## src/rtl/alu_pkg.sv

```systemverilog
// alu_pkg: shared types for the alu_exec execution stage.
//   alu_op_e    - 4-bit operation code from the mode selector (0..9 defined)
//   state_e     - control FSM states
//   alu_flags_t - N/Z/C/V flag bundle
package alu_pkg;

  localparam int unsigned MODE_W = 4;

  typedef enum logic [MODE_W-1:0] {
    OP_ADD = 4'd0,
    OP_SUB = 4'd1,
    OP_AND = 4'd2,
    OP_OR  = 4'd3,
    OP_XOR = 4'd4,
    OP_SHL = 4'd5,
    OP_SHR = 4'd6,
    OP_MUL = 4'd7,
    OP_DIV = 4'd8,
    OP_MOD = 4'd9
  } alu_op_e;

  typedef enum logic [1:0] {
    IDLE = 2'd0,
    EXEC = 2'd1,
    DIV  = 2'd2
  } state_e;

  typedef struct packed {
    logic n;
    logic z;
    logic c;
    logic v;
  } alu_flags_t;

  // True for the two codes served by the sequential divider.
  function automatic logic is_div_op(input logic [MODE_W-1:0] m);
    return (m == OP_DIV) || (m == OP_MOD);
  endfunction

endpackage

```

## src/rtl/alu_div_seq.sv

```systemverilog
// alu_div_seq: unsigned restoring divider, one quotient bit per clock.
//   clk, rst            - clock, async active-high reset
//   start               - load dividend/divisor and begin N iterations
//   dividend, divisor   - N-bit unsigned operands (divisor must be nonzero)
//   done                - one-cycle pulse once quotient/remainder are final
//   quotient, remainder - N-bit results, held until the next start
module alu_div_seq #(
  parameter int unsigned N = 4
) (
  input  logic         clk,
  input  logic         rst,
  input  logic         start,
  input  logic [N-1:0] dividend,
  input  logic [N-1:0] divisor,
  output logic         done,
  output logic [N-1:0] quotient,
  output logic [N-1:0] remainder
);

  localparam int unsigned CW = $clog2(N + 1);

  logic          running;
  logic [CW-1:0] count;
  logic [N-1:0]  dsr;
  logic [N:0]    trial_c;
  logic [N:0]    diff_c;

  // Shift the next dividend bit into the partial remainder and trial-subtract.
  always_comb begin
    trial_c = {remainder, quotient[N-1]};
    diff_c  = trial_c - {1'b0, dsr};
  end

  // quotient doubles as the dividend shift register; a negative diff restores.
  always_ff @(posedge clk or posedge rst) begin
    if (rst) begin
      running   <= 1'b0;
      count     <= '0;
      dsr       <= '0;
      quotient  <= '0;
      remainder <= '0;
      done      <= 1'b0;
    end else begin
      done <= 1'b0;
      if (start) begin
        running   <= 1'b1;
        count     <= '0;
        dsr       <= divisor;
        quotient  <= dividend;
        remainder <= '0;
      end else if (running) begin
        if (diff_c[N]) begin
          remainder <= trial_c[N-1:0];
          quotient  <= {quotient[N-2:0], 1'b0};
        end else begin
          remainder <= diff_c[N-1:0];
          quotient  <= {quotient[N-2:0], 1'b1};
        end
        count <= count + CW'(1);
        if (count == CW'(N - 1)) begin
          running <= 1'b0;
          done    <= 1'b1;
        end
      end
    end
  end

endmodule

```

## src/rtl/alu_exec.sv

```systemverilog
// alu_exec: execution stage behind the mode selector. Registered result and
// N/Z/C/V flags; single-cycle ops finish one cycle after accept, div/mod use
// alu_div_seq and finish N+1 cycles after accept.
//   clk, rst        - clock, async active-high reset
//   mode, a, b      - op code and N-bit operands, latched on start && ready
//   start           - request
//   ready, busy     - idle / operation in progress
//   done            - one-cycle pulse, result and flags valid
//   result          - N-bit result, held until the next completion
//   flag_n/z/c/v    - sign, zero, carry/borrow/shift-out/mul-overflow,
//                     signed overflow or divide-by-zero
// Build option: define ALU_SATURATE_EN to saturate add (to all ones on carry)
// and sub (to zero on borrow); flags still come from the wrapped operation.
module alu_exec
  import alu_pkg::*;
#(
  parameter int unsigned N = 4
) (
  input  logic         clk,
  input  logic         rst,
  input  logic [3:0]   mode,
  input  logic [N-1:0] a,
  input  logic [N-1:0] b,
  input  logic         start,
  output logic         ready,
  output logic         busy,
  output logic         done,
  output logic [N-1:0] result,
  output logic         flag_n,
  output logic         flag_z,
  output logic         flag_c,
  output logic         flag_v
);

  localparam int unsigned PW = 2 * N;
  localparam logic [N-1:0] SH_LIM = N'(N);

  state_e     state, state_d;
  alu_op_e    op_q, op_d;
  logic [N-1:0] a_q, a_d, b_q, b_d, result_d;
  alu_flags_t flags_q, flags_d, exec_flags_c;
  logic [N-1:0] exec_res_c;
  logic         done_d, accept_c, div_start_c, div_done;
  logic [N-1:0] div_quot, div_rem;

  logic [N:0]    sum_c, dif_c, shl_c, shr_c;
  logic [PW-1:0] prod_c;
  logic          carry_c, ovf_c;

  alu_div_seq #(.N(N)) u_div (
    .clk       (clk),
    .rst       (rst),
    .start     (div_start_c),
    .dividend  (a),
    .divisor   (b),
    .done      (div_done),
    .quotient  (div_quot),
    .remainder (div_rem)
  );

  // Single-cycle datapath on the latched operands.
  always_comb begin
    sum_c  = {1'b0, a_q} + {1'b0, b_q};
    dif_c  = {1'b0, a_q} - {1'b0, b_q};
    prod_c = PW'(a_q) * PW'(b_q);
    // Extra bit on each shift captures the last bit shifted out.
    shl_c  = {1'b0, a_q} << b_q;
    shr_c  = {a_q, 1'b0} >> b_q;
    exec_res_c = '0;
    carry_c    = 1'b0;
    ovf_c      = 1'b0;
    case (op_q)
      OP_ADD: begin
        exec_res_c = sum_c[N-1:0];
        carry_c    = sum_c[N];
        ovf_c      = (a_q[N-1] == b_q[N-1]) && (sum_c[N-1] != a_q[N-1]);
`ifdef ALU_SATURATE_EN
        if (sum_c[N]) exec_res_c = '1;
`endif
      end
      OP_SUB: begin
        exec_res_c = dif_c[N-1:0];
        carry_c    = dif_c[N];
        ovf_c      = (a_q[N-1] != b_q[N-1]) && (dif_c[N-1] != a_q[N-1]);
`ifdef ALU_SATURATE_EN
        if (dif_c[N]) exec_res_c = '0;
`endif
      end
      OP_AND: exec_res_c = a_q & b_q;
      OP_OR:  exec_res_c = a_q | b_q;
      OP_XOR: exec_res_c = a_q ^ b_q;
      OP_SHL: if (b_q < SH_LIM) begin
        exec_res_c = shl_c[N-1:0];
        carry_c    = shl_c[N];
      end
      OP_SHR: if (b_q < SH_LIM) begin
        exec_res_c = shr_c[N:1];
        carry_c    = shr_c[0];
      end
      OP_MUL: begin
        exec_res_c = prod_c[N-1:0];
        carry_c    = |prod_c[PW-1:N];
      end
      // Only reached on divide-by-zero; nonzero divisors go through DIV.
      OP_DIV, OP_MOD: begin
        exec_res_c = '1;
        ovf_c      = 1'b1;
      end
      default: exec_res_c = '0;
    endcase
    exec_flags_c.n = exec_res_c[N-1];
    exec_flags_c.z = (exec_res_c == '0);
    exec_flags_c.c = carry_c;
    exec_flags_c.v = ovf_c;
  end

  // Next-state and next-output logic.
  always_comb begin
    state_d     = state;
    op_d        = op_q;
    a_d         = a_q;
    b_d         = b_q;
    result_d    = result;
    flags_d     = flags_q;
    done_d      = 1'b0;
    div_start_c = 1'b0;
    accept_c    = start && ready;
    case (state)
      IDLE: if (accept_c) begin
        op_d = alu_op_e'(mode);
        a_d  = a;
        b_d  = b;
        if (is_div_op(mode) && (b != '0)) begin
          div_start_c = 1'b1;
          state_d     = DIV;
        end else begin
          state_d = EXEC;
        end
      end
      EXEC: begin
        result_d = exec_res_c;
        flags_d  = exec_flags_c;
        done_d   = 1'b1;
        state_d  = IDLE;
      end
      DIV: if (div_done) begin
        result_d  = (op_q == OP_MOD) ? div_rem : div_quot;
        flags_d   = '0;
        flags_d.n = result_d[N-1];
        flags_d.z = (result_d == '0);
        done_d    = 1'b1;
        state_d   = IDLE;
      end
      default: state_d = IDLE;
    endcase
  end

  // State and registered outputs.
  always_ff @(posedge clk or posedge rst) begin
    if (rst) begin
      state   <= IDLE;
      op_q    <= OP_ADD;
      a_q     <= '0;
      b_q     <= '0;
      result  <= '0;
      flags_q <= '0;
      done    <= 1'b0;
      ready   <= 1'b1;
      busy    <= 1'b0;
    end else begin
      state   <= state_d;
      op_q    <= op_d;
      a_q     <= a_d;
      b_q     <= b_d;
      result  <= result_d;
      flags_q <= flags_d;
      done    <= done_d;
      ready   <= (state_d == IDLE);
      busy    <= (state_d != IDLE);
    end
  end

  assign flag_n = flags_q.n;
  assign flag_z = flags_q.z;
  assign flag_c = flags_q.c;
  assign flag_v = flags_q.v;

endmodule

```

## config.mk

```make
export PLATFORM = sky130hd
export DESIGN_NAME = alu_exec
export DESIGN_NICKNAME = d
export VERILOG_FILES = /design/src/rtl/alu_pkg.sv /design/src/rtl/alu_div_seq.sv /design/src/rtl/alu_exec.sv
export SDC_FILE = /design/constraint.sdc
export NUM_CORES = 1
export LEC_CHECK = 0
export ABC_AREA = 1
export ABC_CLOCK_PERIOD_IN_PS = 5200
export BUFFER_PORTS_ARGS = -buffer_cell sky130_fd_sc_hd__buf_4
export CORE_UTILIZATION = 40
export DETAILED_ROUTE_END_ITERATION = 6
export PLACE_DENSITY_LB_ADDON = 0.12
export SYNTH_ARGS = -nofsm -noshare
export SYNTH_HDL_FRONTEND = slang
export SYNTH_SLANG_ARGS = --single-unit
```

## constraint.sdc

```tcl
create_clock -name clk -period 5.2 [get_ports clk]
set_input_delay 1.04 -clock clk [delete_from_list [all_inputs] [get_ports clk]]
set_output_delay 1.04 -clock clk [all_outputs]
set_load 0.01 [all_outputs]
```

; Yosys cells after proc, flatten, opt, wreduce, memory -nomap -nowiden
; Index checks and enable logic that the tools add are counted.
; Widths: inputs -> output; s select.
[op_classes]
add_sub_neg = 4
n_mul = 1
div = 0
n_lt_le_gt_ge = 1
eq_ne = 19
shift = 2
mux = 35
bitwise_logic = 3
n_reduce_logical = 18
[op_table]
columns = cell, n
row1 = $mux 4, 10
row2 = $pmux 4 s9, 1
row3 = $eq 4x3->1 const B, 4
row4 = $eq 4x4->1 const B, 4
row5 = $pmux 4 s2, 2
row6 = $mux 1, 13
row7 = $logic_not 4->1, 3
row8 = $eq 4x2->1 const B, 2
row9 = $mul 4x4->8, 1
row10 = $mux 2, 3
row11 = $mux 3, 2
row12 = $reduce_bool 2->1, 3
row13 = $add 4x4->5, 1
row14 = $pmux 1 s5, 1
row15 = $shl 4x4->5, 1
row16 = $shr 5x4->5, 1
row17 = $sub 4x4->5, 1
row18 = $sub 5x4->5, 1
row19 = $and 4x4->4, 1
row20 = $eq 4x1->1 const B, 1
row21 = $logic_and 1x1->1, 4
row22 = $logic_not 2->1, 2
row23 = $lt 4x3->1 const B, 1
row24 = $or 4x4->4, 1
row25 = 16 further kinds, 19
[word_totals]
reg_bits = 42
latchBits = 0
ramBits = 0
romBits = 0
inputBits = 15
out_inout_bits = 11
wordCells = 101
mem_count = 0

; Logic depth before layout (Yosys ltp)
[logic_depth]
depth_word = 7
depth_mapped = 16
depth_no_buf = 16

; Modules after synthesis
; A second synthesis with hierarchy kept.
[hier_totals]
cells_unflattened = 469
hier_area_um2 = 3430.8
[modules_own_cells]
columns = module, instances, cells_each, area_per_inst_um2, seq_area_each_um2
row1 = alu_exec, 1, 357, 2481.1, 601.8
row2 = alu_div_seq, 1, 112, 949.7, 425.4

; Worst setup path after synthesis
; No wires, ideal clock.
[synth_timing]
path_kind = register to register
start = register b_q[1]
end = register flags_q, in the netlist flag_c
setup_ns = 0.116
arrival_time_ns = 2.759
t_required_ns = 5.084
setup_slack_ns = 2.325
path_stages_with_launch = 16
n_path_buf = 1
period_less_slack_ns = 2.875
path_cell_list = dfrtp_1 -> buf_2 -> nand2_1 -> fa_1 -> inv_1 -> fa_1 -> fa_1 -> nand3_1 -> nand2_1 -> xor2_1 -> nor3_1 -> nand2_1 -> nand2_1 -> nand2_1 -> nand2_1 -> nand2_1
[synth_between]
elab_chain_cells = 4
word_cells_on_any_way = 11
cone_classes = add/sub: 2 / mul: 1 / order compare: 1 / shift: 2 / mux: 4 / reduce/logical: 1
[synth_rtl]
columns = item, line_no
row1 = from (decl), alu_exec.sv:40  ; logic [N-1:0] a_q, a_d, b_q, b_d, result_d;
row2 = from (signal assigned), alu_exec.sv:164  ; b_q <= '0;
row3 = from (signal assigned), alu_exec.sv:174  ; b_q <= b_d;
row4 = "$mul 4x4->8, or another cell as far along", alu_exec.sv:65  ; prod_c = PW'(a_q) * PW'(b_q);
row5 = "$reduce_or 4->1, or another cell as far along", alu_exec.sv:102  ; carry_c = |prod_c[PW-1:N];
row6 = $pmux 1 s5 *, alu_exec.sv:72  ; case (op_q)
row7 = $pmux 4 s2 *, alu_exec.sv:128  ; case (state)
row8 = to (signal assigned), alu_exec.sv:176  ; flags_q <= flags_d;
row9 = to (decl), alu_exec.sv:41  ; alu_flags_t flags_q, flags_d, exec_flags_c;
; Every way passes the cells marked *; elsewhere a longest branch is shown, timed or not.
; A chain may end at the register's enable or synchronous reset.

; Worst setup path in the final report
; Ends and elaborated chain as after synthesis.

==> flow_summary.toml <==
[outcome]
outcome = "completed"

[route]
drt-initial-drc-count = 206
wl_mm = 8.426
drc = 0
ant_nets = 0
routed_via_density = 5.007
wl_per_cell_um = 14.31
drt_first_pass_iters = 4
num_vias = 2949

[setup_path]
cp_num_buf_inv = 1
crit_required_ns = 5.40
crit_type = "flip-flop to flip-flop"
crit_path_max_incr_delay_ns = 0.63
cpLargestDelayFamily = "adder cells"
start_kind = "flip-flop"
worstPathArrival_ns = 3.28
cp_num_cells = 14
r2r-start = "b_q[1]"
crit_path_end_kind = "flip-flop"
crit_fanout = 13
worstSetupStartpoint = "b_q[1]"
slowest_stage = "dfrtp_1"
r2r_slack_ns = 2.12
crit_path_frequent_cell = "nand2_1"
reg2regPathDepth = 14
crit_chain = "nand2_1, fa_1, inv_1, fa_1, fa_1, nand3_1, nand2_1, xor2_1, nor3_1, nand2_1, nand2_1, nand2_1, nand2_1, nand2_1"

[hold_path]
worstHoldStart = "result[0]"
min_path_type = "flip-flop to flip-flop"
hold_depth = 2

[cts]
postCtsSetupBuffers = 0
cts-htree-levels = 2
post_cts_resized = 0
cts-root-buf = "clkbuf_8"
cts.sinks = 41
cts_tree = "built"
clk_path_buf_depth = 2
ctsHoldBuffers = 0
clkLatencyLatePin_ns = 0.30
cts_buffers = 5
clk_pin_slew_ns = 0.09

[place]
gp_congestion = 0.8956
dp_hpwl_mm = 6.675
portBuffers = 25
dpl_worst_slack_ns = 2.138

[floorplanning]
die_y_um = 92.24
num_io_pins = 26
core_area_um2 = 7807
die_w_um = 92.24
dieArea_um2 = 8507
start_util = 0.4171
row_count = 32

[sta]
setup_tns_ns = 0
period_needed_ns = 3.081
slew_headroom = 0.4941
worst_slew_pin_slew_ns = 0.7561
clock.fmax_ghz = 0.3245
slew_viol_final = 0
rsz0062_at_grt = "false"
finClkSkew_ns = 0.01206
finalCritPeriodShare = 0.5925
final_hold_viol_count = 0
setup_viol = 0
fin_ws_ns = 2.119

[synthesis]
syn_avg_cell_area_um2 = 7.111
yosysWarningCount = 0
synth_cell_type_count = 35
synth_edf_count = 0
synth_flop_cell = "dfrtp_1"
ys_ff_latch = 41
syn_area_um2 = 3257
synthArstFlopShare = 1.000
ys_seq_area_frac = 0.3154
syn_nets = 514
synthCells = 458

[grt]
gr-usage-all-layers = 0.2160
grt_max_degree = 42
antenna_found_initial = 0
grt_pass1_wl_mm = 14.23
grt_pass1_vias = 2935
grt_overflow = 0

[finish]
n_antenna_cell = 0
drive_gt1_frac = 0.1068
final_common_cell = "nand2_1"
area_delta_synth_final_pct = 12.68
nNetsFinal = 542
layout_common_cells = "nand2_1 (134), inv_1 (67), nor2_1 (48)"

[power_and_ir_drop]
vdd_drop_max_v = 0.0002236
p_leak_nw = 2.059
power.total_mw = 2.511
powerDensity_nw_per_um2 = 684.2

[flow_run]
max_cap_viol_count = 0
==> power by group <==
part	internal [mW]	switching [mW]
Sequential	0.461	0.161
Clock	0.144	0.120
Combinational	0.617	1.01
Total	1.22	1.29
==> through the flow <==
step | util | area [µm²] | std cells | hold slack, ns
final | 0.4700 | 3670 | 589 | 0.4900
after global routing | 0.4700 | 3670 | 589 | 0.5351
after CTS | 0.4700 | 3670 | 589 | 0.4976
after detailed placement | 0.4558 | 3558 | 581 | 0.4769
after global placement | 0.4558 | 3558 | 581 | 0.4658
after floorplan | - | 3257 | 458 | 0.4570
==> sequential cells by signal, summed over array words and instances, names as in the netlist, 2 cells and up <==
signal,cells
a_q,4
b_q,4
op_q,4
result,4
state,2
u_div.count,3
u_div.dsr,4
u_div.quotient,4
u_div.remainder,4
==> logic make-up after synthesis <==
group	count (synthesis)	share of synthesized area
simple gates	232	0.2954
buf+inv	77	0.09066
flops	41	0.3154
xor+xnor	5	0.01345
fa+ha+maj	41	0.1736
compound gates	62	0.1114
==> tightest hold or removal path: cells and delay by family, from the launching register on <==
| kind | cells | cell delay (ns) |
|---|---|---|
| flops | 1 | 0.35 |
| simple gates | 2 | 0.11 |
==> layer usage <==
layer  share of wire  wire length (µm)  global-route usage
met1            0.48              4085              0.2974
met2            0.46              3835              0.3551
met3           0.040               336             0.02819
met4           0.020               168             0.05990
met5               0                 0                   0
==> path summary, 6_finish.rpt <==
kind,endpoint
hold / removal,result[0]
setup reg to reg,flag_c
hold reg to reg,result[0]
setup / recovery,flag_c
max in group asynchronous,flag_v
min in group asynchronous,flag_c
==> cell usage after synthesis, drive strengths merged (2+ instances only) <==
cell type / instances / area [µm²]
nor2: 53 / 211.5
o211ai: 7 / 52.55
xor2: 3 / 26.28
o22ai: 2 / 12.51
buf: 3 / 17.52
a21oi: 19 / 98.85
dfrtp: 40 / 1001
clkbuf: 3 / 11.26
fa: 7 / 140.1
xnor2: 2 / 17.52
o221ai: 2 / 17.52
nand2: 138 / 528.0
nand3: 32 / 170.2
inv: 71 / 266.5
nand4: 3 / 18.77
o21ai: 25 / 125.1
ha: 34 / 425.4
nor3: 4 / 20.02
==> cell type report <==
cell class / count / area [µm²]
repair buffers: 27 / 202.7
fillers: 830 / 4138
well taps: 102 / 127.6
clock buffers: 6 / 72.57
flip-flops and latches: 41 / 1027
clock inverters: 2 / 38.79
inverters: 71 / 266.5
multi-input cells: 340 / 1934
Note: power is estimated with default switching activity, not from simulation.
